<file path="config.mk">
export PLATFORM = sky130hd
export DESIGN_NAME = mmio_timer_core
export DESIGN_NICKNAME = d
export VERILOG_FILES = /design/src/rtl/mmio_timer_pkg.sv /design/src/rtl/timer_prescaler.sv /design/src/rtl/mmio_timer_core.sv
export SDC_FILE = /design/constraint.sdc
export NUM_CORES = 1
export LEC_CHECK = 0
export CAP_MARGIN = 20
export CORE_MARGIN = 3
export CORE_UTILIZATION = 45
export DETAILED_ROUTE_END_ITERATION = 12
export HOLD_SLACK_MARGIN = 0.03
export MAX_ROUTING_LAYER = met4
export PLACE_DENSITY = 0.77
export SLEW_MARGIN = 20
export SYNTH_ARGS = -nofsm -noshare
export SYNTH_HDL_FRONTEND = slang
export SYNTH_SLANG_ARGS = --single-unit
</file>
<file path="constraint.sdc">
create_clock -name clk -period 3 [get_ports clk]
set_clock_uncertainty 0.15 [all_clocks]
set_input_delay 0.3 -clock clk [delete_from_list [all_inputs] [get_ports clk]]
set_output_delay 0.3 -clock clk [all_outputs]
set_load 0.01 [all_outputs]
</file>
<file path="src/rtl/mmio_timer_pkg.sv">
// Shared register map, CTRL bit layout and CTRL struct for the MMIO timer slot.
package mmio_timer_pkg;

    localparam logic [4:0] REG_CTRL     = 5'd0;
    localparam logic [4:0] REG_PRESCALE = 5'd1;
    localparam logic [4:0] REG_COMPARE  = 5'd2;
    localparam logic [4:0] REG_COUNT    = 5'd3;
    localparam logic [4:0] REG_STATUS   = 5'd4;

    localparam int CTRL_EN     = 0;
    localparam int CTRL_AUTO   = 1;
    localparam int CTRL_IRQ_EN = 2;
    localparam int CTRL_W      = 3;

    // Field order matches the bit positions above (MSB first).
    typedef struct packed {
        logic irq_en;
        logic auto_reload;
        logic en;
    } ctrl_t;

endpackage

</file>
<file path="src/rtl/timer_prescaler.sv">
// Prescaler: emits a one-cycle tick every period+1 enabled clocks.
// Counter is held at 0 while disabled and restarts from 0 on clear.
module timer_prescaler #(
    parameter int PRESCALE_W = 16
) (
    input  logic                  clk,
    input  logic                  reset_n,
    input  logic                  en,
    input  logic                  clear,
    input  logic [PRESCALE_W-1:0] period,
    output logic                  tick
);

    logic [PRESCALE_W-1:0] pre_cnt;

    assign tick = en && (pre_cnt == period);

    always_ff @(posedge clk or negedge reset_n) begin
        if (!reset_n) begin
            pre_cnt <= '0;
        end else if (clear || !en || tick) begin
            pre_cnt <= '0;
        end else begin
            pre_cnt <= pre_cnt + 1'b1;
        end
    end

endmodule

</file>
<file path="src/rtl/mmio_timer_core.sv">
// MMIO slot timer: prescaled 32-bit up-counter with compare match, sticky flag,
// auto-reload / one-shot modes and a level irq; rd_data is combinational.
module mmio_timer_core
    import mmio_timer_pkg::*;
#(
    parameter int PRESCALE_W = 16
) (
    input  logic        clk,
    input  logic        reset_n,
    input  logic        cs,
    input  logic        read,
    input  logic        write,
    input  logic [4:0]  addr,
    input  logic [31:0] wr_data,
    output logic [31:0] rd_data,
    output logic        irq
);

    ctrl_t                 ctrl;
    logic [PRESCALE_W-1:0] prescale;
    logic [31:0]           compare;
    logic [31:0]           count;
    logic                  match;
    logic                  tick;

    logic wr_en, wr_ctrl, wr_prescale, wr_compare, wr_count, wr_status;
    logic hit;
    logic unused_read;

    // Reads have no side effects, so the strobe is accepted but not used.
    assign unused_read = read;

    assign wr_en       = cs && write;
    assign wr_ctrl     = wr_en && (addr == REG_CTRL);
    assign wr_prescale = wr_en && (addr == REG_PRESCALE);
    assign wr_compare  = wr_en && (addr == REG_COMPARE);
    assign wr_count    = wr_en && (addr == REG_COUNT);
    assign wr_status   = wr_en && (addr == REG_STATUS);

    // A COUNT write in a tick cycle suppresses match evaluation entirely.
    assign hit = tick && !wr_count && (count == compare);

    timer_prescaler #(
        .PRESCALE_W(PRESCALE_W)
    ) u_prescaler (
        .clk    (clk),
        .reset_n(reset_n),
        .en     (ctrl.en),
        .clear  (wr_count || wr_prescale),
        .period (prescale),
        .tick   (tick)
    );

    always_ff @(posedge clk or negedge reset_n) begin
        if (!reset_n) begin
            ctrl     <= '0;
            prescale <= '0;
            compare  <= '0;
        end else begin
            if (wr_ctrl) begin
                ctrl <= ctrl_t'(wr_data[CTRL_W-1:0]);
            end else if (hit && !ctrl.auto_reload) begin
                ctrl.en <= 1'b0;
            end
            if (wr_prescale) begin
                prescale <= wr_data[PRESCALE_W-1:0];
            end
            if (wr_compare) begin
                compare <= wr_data;
            end
        end
    end

    always_ff @(posedge clk or negedge reset_n) begin
        if (!reset_n) begin
            count <= '0;
        end else if (wr_count) begin
            count <= '0;
        end else if (hit) begin
            if (ctrl.auto_reload) begin
                count <= '0;
            end
        end else if (tick) begin
            count <= count + 32'd1;
        end
    end

    // Set has priority over a same-cycle software clear.
    always_ff @(posedge clk or negedge reset_n) begin
        if (!reset_n) begin
            match <= 1'b0;
        end else if (hit) begin
            match <= 1'b1;
        end else if (wr_status && wr_data[0]) begin
            match <= 1'b0;
        end
    end

    always_comb begin
        rd_data = '0;
        case (addr)
            REG_CTRL:     rd_data[CTRL_W-1:0]     = ctrl;
            REG_PRESCALE: rd_data[PRESCALE_W-1:0] = prescale;
            REG_COMPARE:  rd_data                 = compare;
            REG_COUNT:    rd_data                 = count;
            REG_STATUS:   rd_data[0]              = match;
            default:      rd_data                 = '0;
        endcase
    end

    assign irq = match && ctrl.irq_en;

endmodule
</file>
==> summary.md <==
| Metric | Value |
|---|---|
| CTS sink cnt | 100 |
| Synth top area cells | dfrtp_1 42%, mux2_2 12%, xnor2_1 6.2% |
| Final min period | 2.89 ns |
| Gr usage total | 23.2% |
| Max-slew violations | 0 |
| Wire per inst | 19.7 um |
| Diode count | 0 |
| CP top delay family | buffers and inverters |
| Post-Route WL | 16200 um |
| H-tree depth | 3 |
| Status | finished, final reports clean |
| Worst Path Buf+Inv | 4 |
| Crit path kind | in -> out |
| Nets | 689 |
| Count of final hold-check violations | 0 |
| Grt total ovfl | 0 |
| Worst hold path class | in -> async |
| Layout cells sized above 1 | 18.5% |
| Maximum clock frequency | 0.346 GHz |
| Vias in the first global route | 4856 |
| Worst VDD drop | 248 uV |
| Share of the synthesized area in the top cell type | 42.4% |
| Initial antenna violation count | 0 |
| Area growth, synth to finish | 22.6% |
| Die W | 120 um |
| Critical-path top delay cell | clkdlybuf4s50_1 |
| Clk_lat worst skew | 0.35 ns |
| Root Driver | clkbuf_16 |
| Post-CTS sizing | 0 |
| Layout fillers | 1080 |
| CTS Buf Count | 9 |
| Startpoint types | input pin |
| CP cell instances | clkdlybuf4s50_1 > nor4b_1 > buf_4 > nor2b_1 > buf_4 > a22o_1 > clkdlybuf4s50_1 |
| CP max stage delay | 0.56 ns |
| Row cnt | 41 |
| Initial Util | 46.3% |
| Area of the core | 12700 sq um |
| Critical Path Sink Type | output port |
| Critical Path AT | 2.44 ns |
| Global-route wire length before repair | 25900 um |
| Drt first pass iters | 5 |
| Reg clk slew, reported paths | 0.06 ns |
| DRC Markers | 0 |
| Via density | 5.98 |
| TritonCTS clock tree | yes |
| Final ANT Viol Nets | 0 |
| Sequential fraction of the synthesis area | 42.4% |
| Tightest Pin Transition | 0.793 ns |
| Synth area leader | dfrtp_1 |
| Setup_tns | 0 ns |
| Leak Pwr | 3.05 nW |
| Crit Path Max Fanout | 17 |
| Final setup viols | 0 |
| Synth unique cells | 51 |
| Unrepaired setup endpoints after global routing | no |
| Die area | 14500 sq um |
| Syn_area_per_cell | 10.2 sq um |
| Ports | 75 |
| Routed vias | 4917 |
| Cell Area, Synth | 5900 sq um |
| Max-Slew Margin vs Limit | 46.8% |
| Routability congestion estimate | 0.896 |
| Syn Inst Count | 578 |
| DP HPWL | 11600 um |
| Pin count of the biggest net entering global routing | 55 |
| MaxCap Viol Count | 0 |
| Fin crit share | 96.3% |
| Deepest clock path buffer count | 2 |
| Die Y | 120 um |
| Synth warnings | 0 |
| Required time worst endpoint | 2.55 ns |
| Synthesized flop and latch total | 100 |
| Net count of the mapped netlist | 622 |
| Pwr/cell area | 485 nW/um^2 |
| Port Buffers | 73 |
| 1st-iter DRT viols | 408 |
| Tot Pwr | 3.51 mW |
-- sequential cells by signal (all words and copies together) (netlist names) --
register / cells
match: 1
ctrl: 3
count: 32
prescale: 16
u_prescaler.pre_cnt: 16
compare: 32
-- repair_timing --
item / 4_1_cts / 5_1_grt
hold buffers: 1 / 0
setup buffers: 0 / 0
hold endpoints to repair: 46 / 0
-- per-stage QoR --
step	cells	hold slack (ns)	utilization (%)	setup WS (ns)	cell area (sq um)
2_1_floorplan	578	-0.146	-	0.620	5900
3_3_place_gp	805	0.203	54.1	0.109	6880
3_5_place_dp	805	0.211	54.1	0.0638	6880
4_1_cts	822	0.397	56.8	0.132	7230
5_1_grt	822	0.418	56.8	0.0137	7230
6_report	822	0.372	56.8	0.111	7230
-- cell usage after synthesis (all sizes together) --
library cell and n:
a211o 1, a211oi 1, a21o 16, a21oi 19, a221o 9, a221oi 1
a22o 19, a22oi 14, a32o 1, and2 8, and3 14, and3b 3
and4 2, and4b 1, buf 19, clkbuf 21, dfrtp 100, ha 2
inv 7, mux2 64, mux4 3, nand2 33, nand2b 2, nand3 21
nand4 19, nand4b 1, nor2 44, nor2b 7, nor3 9, nor3b 1
nor4 10, nor4b 4, o211ai 1, o21ai 7, o22ai 1, o2bb2ai 2
o31a 1, o31ai 3, or2 9, or3 7, or4 5, or4b 1
xnor2 42, xor2 23
-- report_power, final --
part,internal (mW),total (mW),switching [mW],leakage [nW]
sequential,1.46,1.61,0.151,1.32
combinational,0.320,0.603,0.283,1.58
clock,0.778,1.29,0.515,0.158
total,2.56,3.51,0.948,3.05
-- worst reg2reg max path: cells and delay by family, from the launching register on --
kind,cells,cell delay [ns]
xor gates and xnor gates,1,0.21
DFF,1,0.42
muxes,1,0.29
and+or+nand+nor,4,1.70
-- routing by layer --
metal / global-route usage [%] / part of all wire (%)
met1: 31.5 / 44
met2: 36.3 / 49
met3: 2.90 / 4.4
met4: 7.72 / 2.4
met5: - / 0
-- final timing paths --
| kind | start | to | slack (ns) | depth (start not counted) |
|---|---|---|---|---|
| worst max-delay path | addr[4] | rd_data[21] | 0.11 | 7 |
| worst min-delay path | reset_n | prescale[2] | 0.37 | 2 |
| worst max register to register | prescale[9] | count[0] | 0.17 | 6 |
| worst min register to register | ctrl[2] | ctrl[2] | 0.41 | 1 |
| max in group asynchronous | reset_n | compare[19] | 1.63 | 3 |
| min in group clk | ctrl[2] | ctrl[2] | 0.41 | 1 |
-- cell type report --
type / count / area, sq um / share of cell area, %
clock buffer: 11 / 253 / 3.50
clock inverter: 5 / 83.8 / 1.16
timing repair buffer: 96 / 953 / 13.2
sequential: 100 / 2500 / 34.6
tap: 172 / 215 / 2.98
multi-input combinational: 431 / 3200 / 44.2
inverter: 7 / 26.3 / 0.363
-- cells in the final DEF, fill, tap and decap left out, types with 7 or more instances in the layout --
master	synthesis	layout
clkbuf_16	0	9
and2_1	8	8
a221o_1	9	9
nand4_1	19	19
a21oi_1	19	19
a22o_1	19	19
a21o_1	16	16
xor2_1	23	23
inv_1	7	7
o21ai_0	7	7
clkdlybuf4s50_1	0	72
nand2_1	33	33
a22oi_1	14	14
xnor2_1	42	42
and3_1	14	14
nand3_1	21	21
nor2b_1	7	7
nor4_1	8	8
mux2_2	64	64
or2_2	9	9
nor2_1	44	44
nor3_1	8	8
or3_1	7	7
buf_4	0	19
dfrtp_1	100	100
-- logic make-up after synthesis --
group / share of synthesized area, %
xor gates and xnor gates: 9.66
DFF: 42.4
muxes: 13.4
buffers and inverters: 3.50
AOI/OAI and AO/OA: 12.0
adders and majority gates: 0.424
and+or+nand+nor: 18.6
No activity file was read; power rests on OpenSTA's default activity.
